===== src/rtl/cpu_defines_pkg.sv =====
// Shared CPU definitions: MEM/WB FSM state encodings and the hard-wired zero register.
package cpu_defines;

  typedef enum logic [1:0] {
    MEMWB_RUN  = 2'd0,
    MEMWB_WAIT = 2'd1,
    MEMWB_HALT = 2'd2
  } memwb_state_e;

  localparam logic [4:0] REG_ZERO = 5'd0;

endpackage


===== src/rtl/mem_wb_pipe.sv =====
// MEM/WB pipeline register with data-memory wait handling and sticky halt.
// Optional stall-cycle counter enabled by defining MEM_WB_STALL_CNT_EN.
module mem_wb_pipe
  import cpu_defines::*;
#(
  parameter int DATA_W = 32,
  parameter int ADDR_W = 5,
  parameter int CNT_W  = 16
) (
  input  logic              iClk,
  input  logic              iRst_n,
  input  logic              iValid,
  input  logic [DATA_W-1:0] iExuData,
  input  logic [DATA_W-1:0] iMemData,
  input  logic              iMemToReg,
  input  logic              iMemAccess,
  input  logic              iMemReady,
  input  logic [ADDR_W-1:0] iWriteAddr,
  input  logic              iWriteEn,
  input  logic              iHalt,
  output logic [DATA_W-1:0] oWriteData,
  output logic [ADDR_W-1:0] oWriteAddr,
  output logic              oWriteEn,
  output logic              oStall,
  output logic              oHalted,
  output logic [CNT_W-1:0]  oStallCount
);

  memwb_state_e      state_q, state_d;
  logic [DATA_W-1:0] wdata_q, wdata_d;
  logic [ADDR_W-1:0] waddr_q, waddr_d;
  logic              wen_q, wen_d;
  logic              halted_q, halted_d;
  logic              accept;
  logic              stall;

  always_comb begin
    state_d  = state_q;
    wdata_d  = wdata_q;
    waddr_d  = waddr_q;
    wen_d    = 1'b0;
    halted_d = halted_q;
    stall    = 1'b0;
    accept   = iValid & (~iMemAccess | iMemReady) & (state_q != MEMWB_HALT);

    case (state_q)
      MEMWB_RUN: begin
        stall = iValid & iMemAccess & ~iMemReady;
        if (stall)
          state_d = MEMWB_WAIT;
        else if (accept && iHalt)
          state_d = MEMWB_HALT;
      end
      MEMWB_WAIT: begin
        stall = ~iMemReady;
        if (iMemReady)
          state_d = (accept && iHalt) ? MEMWB_HALT : MEMWB_RUN;
      end
      MEMWB_HALT: stall = 1'b1;
      default:    state_d = MEMWB_RUN;
    endcase

    // A halt still retires its own writeback in the accepting cycle.
    if (accept) begin
      wdata_d  = iMemToReg ? iMemData : iExuData;
      waddr_d  = iWriteAddr;
      wen_d    = iWriteEn & (iWriteAddr != ADDR_W'(REG_ZERO));
      halted_d = halted_q | iHalt;
    end
  end

  always_ff @(posedge iClk or negedge iRst_n) begin
    if (!iRst_n) begin
      state_q  <= MEMWB_RUN;
      wdata_q  <= '0;
      waddr_q  <= '0;
      wen_q    <= 1'b0;
      halted_q <= 1'b0;
    end else begin
      state_q  <= state_d;
      wdata_q  <= wdata_d;
      waddr_q  <= waddr_d;
      wen_q    <= wen_d;
      halted_q <= halted_d;
    end
  end

`ifdef MEM_WB_STALL_CNT_EN
  logic [CNT_W-1:0] cnt_q, cnt_d;

  // Saturating count of stall cycles; halted cycles are excluded.
  always_comb begin
    cnt_d = cnt_q;
    if (stall && (state_q != MEMWB_HALT) && (cnt_q != {CNT_W{1'b1}}))
      cnt_d = cnt_q + 1'b1;
  end

  always_ff @(posedge iClk or negedge iRst_n) begin
    if (!iRst_n) cnt_q <= '0;
    else         cnt_q <= cnt_d;
  end

  assign oStallCount = cnt_q;
`else
  assign oStallCount = '0;
`endif

  assign oWriteData = wdata_q;
  assign oWriteAddr = waddr_q;
  assign oWriteEn   = wen_q;
  assign oStall     = stall;
  assign oHalted    = halted_q;

endmodule


===== config.mk =====
export PLATFORM = sky130hd
export DESIGN_NAME = mem_wb_pipe
export DESIGN_NICKNAME = d
export VERILOG_FILES = /design/src/rtl/cpu_defines_pkg.sv /design/src/rtl/mem_wb_pipe.sv
export SDC_FILE = /design/constraint.sdc
export NUM_CORES = 1
export LEC_CHECK = 0
export ABC_AREA = 1
export BUFFER_PORTS_ARGS = -buffer_cell sky130_fd_sc_hd__buf_2
export CAP_MARGIN = 20
export CELL_PAD_IN_SITES_DETAIL_PLACEMENT = 1
export CELL_PAD_IN_SITES_GLOBAL_PLACEMENT = 2
export CORE_ASPECT_RATIO = 1.1
export CORE_MARGIN = 4
export CORE_UTILIZATION = 20
export CTS_CLUSTER_SIZE = 14
export DETAILED_ROUTE_END_ITERATION = 7
export GPL_TIMING_DRIVEN = 0
export HOLD_SLACK_MARGIN = 0.15
export PLACE_DENSITY = 0.8
export SYNTH_ARGS = -nofsm -noshare
export SYNTH_HDL_FRONTEND = slang
export SYNTH_SLANG_ARGS = --single-unit

===== constraint.sdc =====
create_clock -name iClk -period 1.1 [get_ports iClk]
set_input_delay 0.275 -clock iClk [delete_from_list [all_inputs] [get_ports iClk]]
set_output_delay 0.275 -clock iClk [all_outputs]
set_load 0.05 [all_outputs]

==> results of run 1 <==
==> repair_timing <==
item                                    4_1_cts  5_1_grt
pin swaps                                     2        1
cloned                                        6        0
hold endpoints to repair                      0       20
endpoints found under the setup margin       80       80
gates resized for setup                     133       40
setup buffers                                11       22
==> sequential cells by signal, indices dropped and copies added, names as in the netlist <==
register and cells:
oWriteData 32, oWriteEn 1, oHalted 1, oWriteAddr 5, state_q 2
==> worst min-delay path by stage <==
stage               startpoint        endpoint  slack [ps]  cells past startpoint
floorplan               iRst_n         oHalted         -20                      0
global placement       oHalted         oHalted         450                      1
detailed placement     oHalted         oHalted         460                      1
CTS                     iRst_n  oWriteData[14]         170                      1
global route            iRst_n  oWriteData[12]          -9                      1
finish                  iRst_n  oWriteData[12]         -30                      1
==> cell usage after synthesis <==
cell type   n
buf_6       8
nor2_1     69
dfrtp_1    41
o211ai_1    1
buf_4      17
o21ai_0     1
conb_1      1
o31ai_1    32
inv_2       2
o21ai_1     5
buf_2       6
nand2_1    45
or2_1       1
nand3_2     1
nand3_1     1
nand2_2     1
inv_1       9
nand4_1     1
==> power by group through the flow <==
stage,Clock (uW),Combinational [uW],Sequential [uW]
detailed placement,0,471,1540
floorplan,0,269,1540
CTS,1080,489,1510
finish,1020,521,1510
global route,1150,578,1510
global placement,0,468,1540
==> layer usage <==
| layer | track usage [%] | vias up |
|---|---|---|
| li1 | - | 1104 |
| met4 | 3.325 | 0 |
| met1 | 15.18 | 1106 |
| met5 | 0 | - |
| met2 | 24.69 | 85 |
| met3 | 3.723 | 12 |
==> kinds of logic after synthesis <==
| group | after synthesis | synth area share [%] |
|---|---|---|
| flip-flops | 41 | 49.85 |
| AND/OR/NAND/NOR | 119 | 22.43 |
| other | 1 | 0.1822 |
| buffers and inverters | 42 | 14.04 |
| AO/OA/AOI/OAI | 39 | 13.50 |
==> area by class of cell <==
type | instances | area share [%]
Timing Repair Buffer | 155 | 31.96
Multi-Input combinational cell | 174 | 28.24
Sequential cell | 41 | 25.20
Buffer | 31 | 7.775
Tap cell | 120 | 3.688
Clock buffer | 7 | 2.120
Inverter | 11 | 1.014
==> critical path, stage by stage, from the launching register on <==
cell and delay, ps:
dfrtp_1 440, nor2_4 120, nand2_2 60, nand2_1 70
inv_2 50, nand2_4 60, buf_8 140
==> layout by cell type (no fill, tap or decap), types with 3 or more instances in the layout <==
master and instances:
o21ai_2 4, buf_16 3, buf_8 5, conb_1 16, buf_6 45, dfrtp_1 41
buf_4 47, nand2_4 6, o31ai_2 3, inv_1 8, buf_12 4, clkbuf_8 6
inv_2 3, nand2_1 26, o31ai_4 15, buf_2 78, nand2_2 14, bufbuf_16 4
nor2_1 66, o31ai_1 14
==> per-stage QoR <==
stage / cell area [um^2] / cells
floorplan: 2122 / 257
global placement: 2848 / 492
detailed placement: 2848 / 492
CTS: 3672 / 516
global route: 4071 / 539
finish: 4071 / 539
==> impl_summary.txt, run 1 <==
----------------------------------------------------
[Place]
  Final Wtd Congestion ... just under 0.7
  PortBufs ... ~120
  Dpl hpwl ... around 5.4 mm
  Post-placement setup slack ... -251.2 ps

[Global route]
  Number of global-route vias before repair ... 2531
  Pin count of the biggest net entering global routing ... 42
  Wire length of the first global-routing pass ... approximately 13 mm
  Total track usage ... 13.35%
  Overflow after GRT ... 0
  Number of antenna violations at the first check in global routing ... 0

[Clock tree]
  TritonCTS clock tree ... built
  Count of H-tree levels built during CTS ... 2
  Insertion delay of the later-clocked pin in the worst-skew pair ... 290 ps
  Clock-pin slew reported for the worst setup and hold paths after clock tree synthesis ... around 80 ps
  Num CTS Buffers ... 5
  Number of hold buffers added after cts ... 0
  Clock buffer depth ... 2
  TritonCTS sink count ... 41
  Clk Tree Root Cell ... clkbuf_8

[Drt]
  Total wirelength of the detailed-routed design ... 8.235 mm
  Average vias per placed instance ... roughly 4.3
  Met1 Routed Length ... roughly 3.2 mm
  DR iter-0 viols ... 16
  Sum of met3 wire segment lengths after detailed routing ... 470 um
  Residual DRC ... 0
  Via count of the routed design ... 2307
  First-pass iteration count of the detailed router ... 3
  Wire length per cell after detailed routing ... around 15 um
  Uppermost routed layer ... met4
  Post-DRT Antenna Nets ... 0
  Met2 WL ... about 4.4 mm

[Outcome]
  Failing checks ... hold timing, setup timing
  Status ... complete, but fails checks

[STA]
  Setup ws final ... -411.8 ps
  Period Utilization, post-route ... 137.4%
  Headroom to the max-slew limit ... about 63%
  Unrepaired setup endpoints after global routing ... yes
  Number of endpoints failing setup at the final stage ... a little under 80
  Clock period minus final worst setup slack ... ~1500 ps
  Largest clock skew in the final design ... approximately 7.4 ps
  Final Hold Fails ... 20
  Final Max Slew Viols ... 0
  Peak clock frequency supported by timing ... about 660 MHz
  Hold WS ... -32.02 ps
  Total negative slack ... -12980 ps
  Transition time at the pin with the least slew margin ... roughly 560 ps

[Synthesis]
  Syn Area/Cell ... approximately 8.5 um^2
  Count of state elements after synthesis ... roughly 40
  Largest area contributor in the synthesized netlist ... dfrtp_1
  Share of synthesized area occupied by flip-flops and latches ... roughly half
  Cells taking the most area after synthesis ... dfrtp_1 (50%), nor2_1 (13%), o31ai_1 (12%), nand2_1 (8.2%), buf_4 (6.2%)
  Synthesis Warnings ... 0
  Fraction of synthesized cell area taken by the top area cell type ... roughly half
  Cell area after technology mapping ... approximately 2100 um^2
  Number of library cell types mapped by synthesis ... 18
  Post-synthesis cell count ... between 200 and 250

[Setup path]
  Worst setup path startpoint ... state_q[1]
  Worst Setup EP ... oStall
  Internal reg-to-reg setup slack ... -350 ps
  Largest fanout of any net on the critical path ... 3
  Type of destination of the critical path ... output pin
  Start-to-end type of the worst setup path ... reg2out
  Data arrival, critical path ... roughly 1200 ps
  Startpoint types ... flip-flop
  FF-to-FF Start ... state_q[1]
  Worst endpoint required time ... just over 800 ps
  Crit Reg-Reg Endpoint ... oWriteData[7]
  FF-to-FF path depth ... 7

[Floorplanning]
  Chip Width ... around 100 um
  Number of placement rows ... 38
  Die Span Y ... between 100 and 150 um
  Starting utilization of the core area ... 20.71%
  I/O pin count ... 133
  Floorplan die area ... between 10000 and 15000 um^2
  Core box area ... 9937 um^2

[Power and ir drop]
  Internal Pwr Total ... approximately 2200 uW
  Proportion of power drawn by flip-flops and latches ... 49.4%
  Net switching power ... roughly 850 uW
  Maximum vdd drop ... 347.4 uV
  Net Sw Frac ... 28.04%
  PnR Total Power ... approximately 3000 uW
  Part of the power in the clock network ... 33.5%
  Power share of the combinational group ... 17.1%
  Pleak ... about 0.0021 uW
  Power Dens Cells ... about 750 nW/um^2

[Cells and area]
  Ant. Diodes ... 0
  Multi-input gate area in the final layout ... 1150 um^2
  Synth-to-layout area growth ... 97.81%
  Layout filler cell count ... roughly 1200
  Storage cell area ... slightly above 1000 um^2
  Final core utilization ... between 40% and 50%
  Proportion of layout cells with a drive suffix above 1 ... 57.76%
  Final net count ... between 400 and 500

[Run]
  MaxCap Viol Count ... 0

[Worst hold path]
  Path category of the worst min-delay check ... in2async

----------------------------------------------------
Power figures use the tool's default switching activity.
==> run 2: changes to the inputs <==
- SKIP_CTS_REPAIR_TIMING: default -> 1
==> impl_summary.txt, run 2 (synthesized netlist as in run 1, its figures left out) <==
----------------------------------------------------
[Outcome]
  Status ... complete, but fails checks
  Failing checks ... hold timing, setup timing

[Floorplanning]
  Chip Width ... 104.7 um
  Die Span Y ... 114.4 um
  Number of placement rows ... 38
  Floorplan die area ... 11980 um^2
  I/O pin count ... roughly 130
  Starting utilization of the core area ... around 21%
  Core box area ... between 9000 and 10000 um^2

[Place]
  Final Wtd Congestion ... 0.6827
  PortBufs ... ~120
  Post-placement setup slack ... -251.2 ps
  Dpl hpwl ... 5.412 mm

[Setup path]
  Buffers & Inverters on Critical Path ... 3
  Crit-path most repeated cell ... nand2_4
  Type of destination of the critical path ... output pin
  Biggest cell delay along the critical path ... 410 ps
  Worst setup path startpoint ... state_q[1]
  Data arrival, critical path ... ~1300 ps
  Largest fanout of any net on the critical path ... 3
  Ordered cell list for the critical path ... buf_4 > nand2_4 > nand2_1 > inv_2 > nand2_4 > buf_8
  Worst endpoint required time ... 820 ps
  Startpoint types ... flip-flop
  FF-to-FF Start ... state_q[1]
  Slowest library cell on the worst path ... dfrtp_1
  Start-to-end type of the worst setup path ... reg2out
  Largest delay share family, worst path ... flip-flops

[Global route]
  Total track usage ... a little under an eighth
  Pin count of the biggest net entering global routing ... 42
  Wire length of the first global-routing pass ... about 12 mm
  Number of global-route vias before repair ... 2283
  Overflow after GRT ... 0
  Number of antenna violations at the first check in global routing ... 0

[STA]
  Final Hold Fails ... 20
  Peak clock frequency supported by timing ... 651.9 MHz
  Unrepaired setup endpoints after global routing ... yes
  Transition time at the pin with the least slew margin ... 532.8 ps
  Final Max Slew Viols ... 0
  Hold WS ... -38.99 ps
  Number of endpoints failing setup at the final stage ... a little under 80
  Headroom to the max-slew limit ... 64.48%
  Setup ws final ... -433.9 ps
  Clock period minus final worst setup slack ... 1534 ps
  Period Utilization, post-route ... 139.4%
  Largest clock skew in the final design ... 3.233 ps

[Clock tree]
  Insertion delay of the later-clocked pin in the worst-skew pair ... ~290 ps
  Num CTS Buffers ... 5
  TritonCTS clock tree ... built
  Clock-pin slew reported for the worst setup and hold paths after clock tree synthesis ... ~80 ps
  TritonCTS sink count ... just over 40
  Clock buffer depth ... 2
  Count of H-tree levels built during CTS ... 2
  Clk Tree Root Cell ... clkbuf_8

[Run]
  MaxCap Viol Count ... 0

[Power and ir drop]
  Power Dens Cells ... 848.7 nW/um^2
  Pleak ... about 0.0019 uW
  Maximum vdd drop ... roughly 340 uV

[Cells and area]
  Final net count ... roughly 480
  Proportion of layout cells with a drive suffix above 1 ... slightly below 50%
  Highest-count cells in the layout ignoring fill and taps ... buf_2 (78), nor2_1 (67), buf_4 (43), buf_6 (43), dfrtp_1 (41)
  Number of flip-flops in the largest register ... 32
  Most frequent standard cell in the layout excluding fill and tap cells ... buf_2
  Ant. Diodes ... 0
  Layout filler cell count ... 1206
  Final core utilization ... a little over a third
  Synth-to-layout area growth ... 72.46%

[Drt]
  Total wirelength of the detailed-routed design ... between 7 and 8 mm
  Via count of the routed design ... approximately 2200
  Post-DRT Antenna Nets ... 0
  DR iter-0 viols ... 30
  First-pass iteration count of the detailed router ... 4
  Wire length per cell after detailed routing ... 14.07 um
  Average vias per placed instance ... between 4 and 5
  Residual DRC ... 0

[Worst hold path]
  Path category of the worst min-delay check ... in2async

----------------------------------------------------
[run 2: cell types whose count changed in the layout (fill, tap and decap cells not counted), moves of 4 or more]
cell / change
o31ai_4: -15
o31ai_1: +13
nand2_1: +12
nand2_2: -8
buf_4: -4
buf_8: -4
bufbuf_16: -4
nand2_4: -4
[run 2: path summary, 6_finish.rpt]
path	endpoint	slack [ps]	depth (start not counted)
min reg2reg	oHalted	510	1
max	oStall	-430	6
min in group iClk	oWriteEn	220	3
min	oWriteData[12]	-40	1
max in group asynchronous	oWriteData[27]	650	2
max reg2reg	oWriteData[4]	-220	7
[run 2: stage by stage]
step / instances / hold slack (ps) / TNS [ps] / area (um^2) / power, uW
after floorplan: 257 / -20.59 / 0 / 2122 / 1806
after global placement: 492 / 445.2 / -5010 / 2848 / 2004
after global routing: 525 / -17.13 / -13150 / 3550 / 3188
final: 525 / -38.99 / -9157 / 3550 / 3013
after detailed placement: 492 / 463.6 / -6477 / 2848 / 2006
after CTS: 499 / 170.3 / -8911 / 2934 / 3062
[run 2: power by group]
group	switching [uW]	leakage, uW	internal, uW	total, uW
sequential	0	0.000568	1510	1510
clock	523	0.0000443	499	1020
combinational	296	0.00128	189	485
[run 2: per-layer routing]
metal	track usage [%]	vias up	part of all wire, %
met2	21.18	79	51
met5	0	-	0
li1	-	1073	-
met1	14.38	1022	42
met4	2.450	0	0.51
met3	3.610	4	6.4
[run 2: cell type report]
class	count	area, um^2	share of cell area [%]
Timing Repair Buffer	141	1062	29.93
Sequential cell	41	1026	28.90
Multi-Input combinational cell	174	880.8	24.81
Buffer	31	302.8	8.530
Tap cell	120	150.1	4.230
Clock buffer	7	86.33	2.432
Inverter	11	41.29	1.163
